[src/rtl/alu_out_pkg.sv]
// Shared types and default sizes for the ALU_out result driver.
package alu_out_pkg;

    localparam int unsigned ALU_OUT_RESULT_WIDTH_DEF = 16;
    localparam int unsigned ALU_OUT_FIFO_DEPTH_DEF   = 4;
    localparam int unsigned ALU_OUT_GAP_WIDTH_DEF    = 4;

    typedef enum logic [1:0] {
        ALU_OUT_IDLE,
        ALU_OUT_DRIVE,
        ALU_OUT_GAP
    } alu_out_drv_state_e;

endpackage

[src/rtl/alu_out_fifo.sv]
// Synchronous result buffer; push is ignored when full and pop is ignored when empty.
module alu_out_fifo
    import alu_out_pkg::*;
#(
    parameter  int unsigned WIDTH = ALU_OUT_RESULT_WIDTH_DEF,
    parameter  int unsigned DEPTH = ALU_OUT_FIFO_DEPTH_DEF,
    localparam int unsigned CNT_W = $clog2(DEPTH + 1)
) (
    input  logic             clk,
    input  logic             rst,
    input  logic             push,
    input  logic             pop,
    input  logic [WIDTH-1:0] wdata,
    output logic [WIDTH-1:0] rdata_c,
    output logic             full_c,
    output logic             empty_c,
    output logic [CNT_W-1:0] count
);

    localparam int unsigned PTR_W = $clog2(DEPTH);

    logic [WIDTH-1:0] mem_q [DEPTH];
    logic [PTR_W-1:0] wr_ptr_q, wr_ptr_d;
    logic [PTR_W-1:0] rd_ptr_q, rd_ptr_d;
    logic [CNT_W-1:0] count_q, count_d;
    logic             do_push, do_pop;

    assign full_c  = (count_q == CNT_W'(DEPTH));
    assign empty_c = (count_q == '0);
    assign do_push = push && !full_c;
    assign do_pop  = pop && !empty_c;
    assign rdata_c = mem_q[rd_ptr_q];
    assign count   = count_q;

    // Power-of-two depth lets the pointers wrap by natural overflow.
    always_comb begin
        wr_ptr_d = wr_ptr_q;
        rd_ptr_d = rd_ptr_q;
        count_d  = count_q;
        if (do_push) wr_ptr_d = wr_ptr_q + PTR_W'(1);
        if (do_pop)  rd_ptr_d = rd_ptr_q + PTR_W'(1);
        case ({do_push, do_pop})
            2'b10:   count_d = count_q + CNT_W'(1);
            2'b01:   count_d = count_q - CNT_W'(1);
            default: count_d = count_q;
        endcase
    end

    always_ff @(posedge clk or negedge rst) begin
        if (!rst) begin
            wr_ptr_q <= '0;
            rd_ptr_q <= '0;
            count_q  <= '0;
        end else begin
            wr_ptr_q <= wr_ptr_d;
            rd_ptr_q <= rd_ptr_d;
            count_q  <= count_d;
        end
    end

    // Storage needs no reset: entries are only read once counted valid.
    always_ff @(posedge clk) begin
        if (do_push) mem_q[wr_ptr_q] <= wdata;
    end

endmodule

[src/rtl/alu_out_result_driver.sv]
// Producer end of the ALU_out bus: buffers core results and emits one done pulse per result.
// Optional result parity output enabled by defining ALU_OUT_PARITY_EN.
module alu_out_result_driver
    import alu_out_pkg::*;
#(
    parameter  int unsigned ALU_OUT_RESULT_WIDTH = ALU_OUT_RESULT_WIDTH_DEF,
    parameter  int unsigned FIFO_DEPTH           = ALU_OUT_FIFO_DEPTH_DEF,
    parameter  int unsigned GAP_WIDTH            = ALU_OUT_GAP_WIDTH_DEF,
    localparam int unsigned CNT_W                = $clog2(FIFO_DEPTH + 1)
) (
    input  logic                            clk,
    input  logic                            rst,
    input  logic                            drv_en,
    input  logic [GAP_WIDTH-1:0]            gap_cycles,
    input  logic                            in_valid,
    output logic                            in_ready,
    input  logic [ALU_OUT_RESULT_WIDTH-1:0] in_result,
    output logic                            done,
    output logic [ALU_OUT_RESULT_WIDTH-1:0] result,
    output logic [CNT_W-1:0]                fifo_count
`ifdef ALU_OUT_PARITY_EN
    ,
    output logic                            result_par
`endif
);

    localparam int unsigned RW = ALU_OUT_RESULT_WIDTH;

    alu_out_drv_state_e state_q, state_d;
    logic [GAP_WIDTH-1:0] gap_cnt_q, gap_cnt_d;
    logic                 done_q, done_d;
    logic [RW-1:0]        result_q, result_d;
    logic [RW-1:0]        head_c;
    logic                 full_c, empty_c;
    logic                 pop_c;

    alu_out_fifo #(
        .WIDTH (RW),
        .DEPTH (FIFO_DEPTH)
    ) u_fifo (
        .clk     (clk),
        .rst     (rst),
        .push    (in_valid && in_ready),
        .pop     (pop_c),
        .wdata   (in_result),
        .rdata_c (head_c),
        .full_c  (full_c),
        .empty_c (empty_c),
        .count   (fifo_count)
    );

    assign in_ready = !full_c;

    // Next-state: a pop always coincides with loading result and raising done.
    always_comb begin
        state_d   = state_q;
        gap_cnt_d = gap_cnt_q;
        done_d    = 1'b0;
        result_d  = result_q;
        pop_c     = 1'b0;
        unique case (state_q)
            ALU_OUT_IDLE: begin
                if (!empty_c && drv_en) begin
                    pop_c    = 1'b1;
                    done_d   = 1'b1;
                    result_d = head_c;
                    state_d  = ALU_OUT_DRIVE;
                end
            end
            ALU_OUT_DRIVE: begin
                if (gap_cycles == '0) begin
                    if (!empty_c && drv_en) begin
                        pop_c    = 1'b1;
                        done_d   = 1'b1;
                        result_d = head_c;
                    end else begin
                        state_d = ALU_OUT_IDLE;
                    end
                end else begin
                    gap_cnt_d = gap_cycles - GAP_WIDTH'(1);
                    state_d   = ALU_OUT_GAP;
                end
            end
            ALU_OUT_GAP: begin
                if (gap_cnt_q == '0) state_d = ALU_OUT_IDLE;
                else                 gap_cnt_d = gap_cnt_q - GAP_WIDTH'(1);
            end
            default: state_d = ALU_OUT_IDLE;
        endcase
    end

    always_ff @(posedge clk or negedge rst) begin
        if (!rst) begin
            state_q   <= ALU_OUT_IDLE;
            gap_cnt_q <= '0;
            done_q    <= 1'b0;
            result_q  <= '0;
        end else begin
            state_q   <= state_d;
            gap_cnt_q <= gap_cnt_d;
            done_q    <= done_d;
            result_q  <= result_d;
        end
    end

    assign done   = done_q;
    assign result = result_q;

`ifdef ALU_OUT_PARITY_EN
    logic par_q, par_d;

    // result only moves on a pop, so parity of the next result tracks it exactly.
    always_comb begin
        par_d = ^result_d;
    end

    always_ff @(posedge clk or negedge rst) begin
        if (!rst) par_q <= 1'b0;
        else      par_q <= par_d;
    end

    assign result_par = par_q;
`endif

endmodule

[config.mk]
export PLATFORM = sky130hd
export DESIGN_NAME = alu_out_result_driver
export DESIGN_NICKNAME = d
export VERILOG_FILES = /design/src/rtl/alu_out_pkg.sv /design/src/rtl/alu_out_fifo.sv /design/src/rtl/alu_out_result_driver.sv
export SDC_FILE = /design/constraint.sdc
export NUM_CORES = 1
export LEC_CHECK = 0
export CORE_UTILIZATION = 45
export DETAILED_ROUTE_END_ITERATION = 10
export PLACE_DENSITY = 0.75
export SLEW_MARGIN = 25
export SYNTH_ARGS = -nofsm -noshare
export SYNTH_HDL_FRONTEND = slang
export SYNTH_SLANG_ARGS = --single-unit
[constraint.sdc]
create_clock -name clk -period 3.17 [get_ports clk]
set_clock_uncertainty 0.1 [all_clocks]
set_input_delay 0.951 -clock clk [delete_from_list [all_inputs] [get_ports clk]]
set_output_delay 0.951 -clock clk [all_outputs]
set_load 0.03 [all_outputs]
==> impl_summary.log <==
INFO  metric status = complete, no violations
INFO  metric fin_setup_tns = 0 ns
INFO  metric mostFrequentLayoutCell = edfxtp_1
INFO  metric critical_path.max_fanout = 2
INFO  metric static-leakage-power = 0.00168 uW
INFO  metric total_power_divided_by_cell_area = 950 nW/um2
INFO  metric fin_crit = 3.04 ns
INFO  metric clock_tree.root_cell = clkbuf_8
INFO  metric tritoncts.num_buffers = 9
INFO  metric synth_nets = 222
INFO  metric die_area = 8600 um2
INFO  metric cp-startpoint = gap_cycles[3]
INFO  metric io_pins = 45
INFO  metric finalWeightedCongestion = 0.763
INFO  metric synthDominantAreaCellType = edfxtp_1
INFO  metric report.final.hold_viol_count = 0
INFO  metric cts_tree = yes
INFO  metric cts_h_tree_lvls = 3
INFO  metric detailedPlacementHpwl = 3890 um
INFO  metric detailroute.via_count = 1867
INFO  metric worst-endpoint-arrival = 3.23 ns
INFO  metric first_pass_grt_wire_length = 9870 um
INFO  metric hold_path.startpoint = result[6]$_DFFE_PN0P_
INFO  metric routed_wire_length_per_instance = 16.8 um
INFO  metric timing.hold.worst.class = flop to flop
INFO  metric start_util = 0.472
INFO  metric path_class = primary input to flop
INFO  metric die_x = 92.7 um
INFO  metric asyncSetResetFlopFracSynth = 0.319
INFO  metric synth_edf_count = 64
INFO  metric slew_headroom = 0.459
INFO  metric timing.final.crit_share = 0.959
INFO  metric yosys_warnings = 0
INFO  metric drt_iter0_markers = 81
INFO  metric syn-instance-count = 191
INFO  metric cts_buffer_depth = 2
INFO  metric nNetsFinal = 283
INFO  metric clock.fmax = 0.329 GHz
INFO  metric drt.antenna.violating_nets = 0
INFO  metric avgSynthCellArea = 19.4 um2
INFO  metric synth.yosys.seq_area_share = 0.721
INFO  metric placement.cell_area = 4350 um2
INFO  metric proportion_of_netlist_area_held_by_the_largest_area_contributor = 0.519
INFO  metric timing.rr.start = u_fifo.count[0]$_DFFE_PN0P_
INFO  metric global_route_congestion_overflow_total = 0
INFO  metric cp-end-kind = flop
INFO  metric first_global_vias = 1904
INFO  metric grt_start_max_net_pins = 31
INFO  metric vias_per_std_cell = 5.20
INFO  metric track_usage = 0.159
INFO  metric std_cell_rows = 32
INFO  metric unrepaired_setup_endpoints_after_global_routing = false
INFO  metric worst_slew_pin_slew = 0.812 ns
INFO  metric clock_insertion_delay_worst_skew = 0.36 ns
INFO  metric synth_cell_type_count = 36
INFO  metric finalSetupViolCount = 0
INFO  metric port_buffer_count = 44
INFO  metric synth_seq_cells = 94
INFO  metric cts_num_sinks = 94
INFO  metric antenna_found_initial = 0
INFO  metric timing_max_transition_violations_final = 0
INFO  metric drt_first_pass_iters = 4
INFO  metric synthesis_to_finish_area_growth = 23.1%
INFO  metric final_layout_size_suffix_gt1_frac = 0.257
INFO  metric holdBufCountCts = 0
INFO  metric postLayoutCellArea = 4560 um2
INFO  metric antenna_cells_inserted = 0
INFO  metric post-route-util = 0.581
INFO  metric kind_of_launch_point_of_the_worst_setup_path = primary input
INFO  metric post-route-drc-count = 0
INFO  metric layout.cells.most_common_list = edfxtp_1, clkdlybuf4s50_1, dfrtp_1
INFO  metric die-height = 92.7 um
INFO  metric ir_worst_vdd = 0.644 mV
INFO  metric post_synth_instance_area = 3700 um2
INFO  metric routed_wirelength = 6020 um
INFO  metric synth.top_cells.by_area = edfxtp_1, dfrtp_1, mux4_2
INFO  metric postSynth.topFlopCell = edfxtp_1
INFO  metric critical_path_required = 3.36 ns
INFO  metric clkTransAtPathRegs = 0.09 ns
INFO  metric core_area = 7850 um2
INFO  metric max_cap_viol_count = 0
## critical path, cell delays in order
cell,delay [ns]
clkdlybuf4s50_1,0.43
or4_4,0.45
a2111oi_4,0.44
ha_4,0.20
inv_2,0.03
fa_2,0.32
xor2_1,0.15
nor2_1,0.11
xor2_1,0.15
## flip-flops by register name, summed over array words and instances, names as in the netlist
register	count
u_fifo.count	3
u_fifo.rd_ptr_q	2
done	1
u_fifo.wr_ptr_q	2
u_fifo.mem_q	64
gap_cnt_q	4
state_q	2
result	16
## synthesized netlist by cell type, drive strengths merged (4+ instances only)
cell / count
edfxtp: 64
dfrtp: 30
mux2: 17
mux4: 16
inv: 9
ha: 6
and3: 4
buf: 4
mux2i: 4
## stage by stage
| stage | power, uW | instances | setup WS, ns | hold WS (ns) |
|---|---|---|---|---|
| CTS | 4400 | 359 | 0.0651 | 0.418 |
| floorplan | 3020 | 191 | -0.285 | 0.383 |
| finish | 4330 | 359 | 0.130 | 0.411 |
| global route | 4580 | 359 | 0.0411 | 0.430 |
| global placement | 3550 | 343 | -0.268 | 0.389 |
| detailed placement | 3590 | 343 | -0.319 | 0.397 |
## power breakdown
part           switching, uW  internal (uW)
Clock                    425            376
Combinational            783            814
Sequential               240           1690
Total                   1450           2880
## routing by layer
metal | routed length, um | vias to the layer above | global-route usage
li1 | - | 865 | -
met1 | 2540 | 955 | 0.198
met2 | 3080 | 42 | 0.261
met3 | 337 | 5 | 0.0591
met4 | 73 | 0 | 0.0462
met5 | 0 | - | 0
## kinds of logic after synthesis
kind of cell,count (synthesis),synth area share
multiplexers,37,0.160
XOR/XNOR,6,0.0142
flip-flops,94,0.721
buffers and inverters,15,0.0186
AND/OR/NAND/NOR,19,0.0284
adder cells (fa/ha/maj),7,0.0257
AO/OA/AOI/OAI,13,0.0321
## what timing repair did
item                                   4_1_cts  5_1_grt
gates resized for setup                      0        3
buffers inserted                             0        0
endpoints found under the hold margin        0        0
setup endpoints to repair                    0        1
## cell type report
type                       count  area (um2)
clock buffer                   9         124
clock inverter                 7        82.6
fill                         625        3290
inverter                       9        33.8
multi-input combinational     82         982
sequential                    94        2670
tap                          102         128
timing repair buffer          56         538
## worst paths after layout
| path | cells after the start | slack, ns | endpoint |
|---|---|---|---|
| worst max-delay path | 9 | 0.13 | u_fifo.count[2]$_DFFE_PN0P_ |
| worst min-delay path | 1 | 0.41 | result[6]$_DFFE_PN0P_ |
| worst max register to register | 10 | 1.03 | u_fifo.count[2]$_DFFE_PN0P_ |
| worst min register to register | 1 | 0.41 | result[6]$_DFFE_PN0P_ |
| max in group asynchronous | 2 | 1.79 | u_fifo.wr_ptr_q[0]$_DFFE_PN0P_ |
| min in group asynchronous | 2 | 0.89 | result[15]$_DFFE_PN0P_ |
Power figures use the tool's default switching activity.
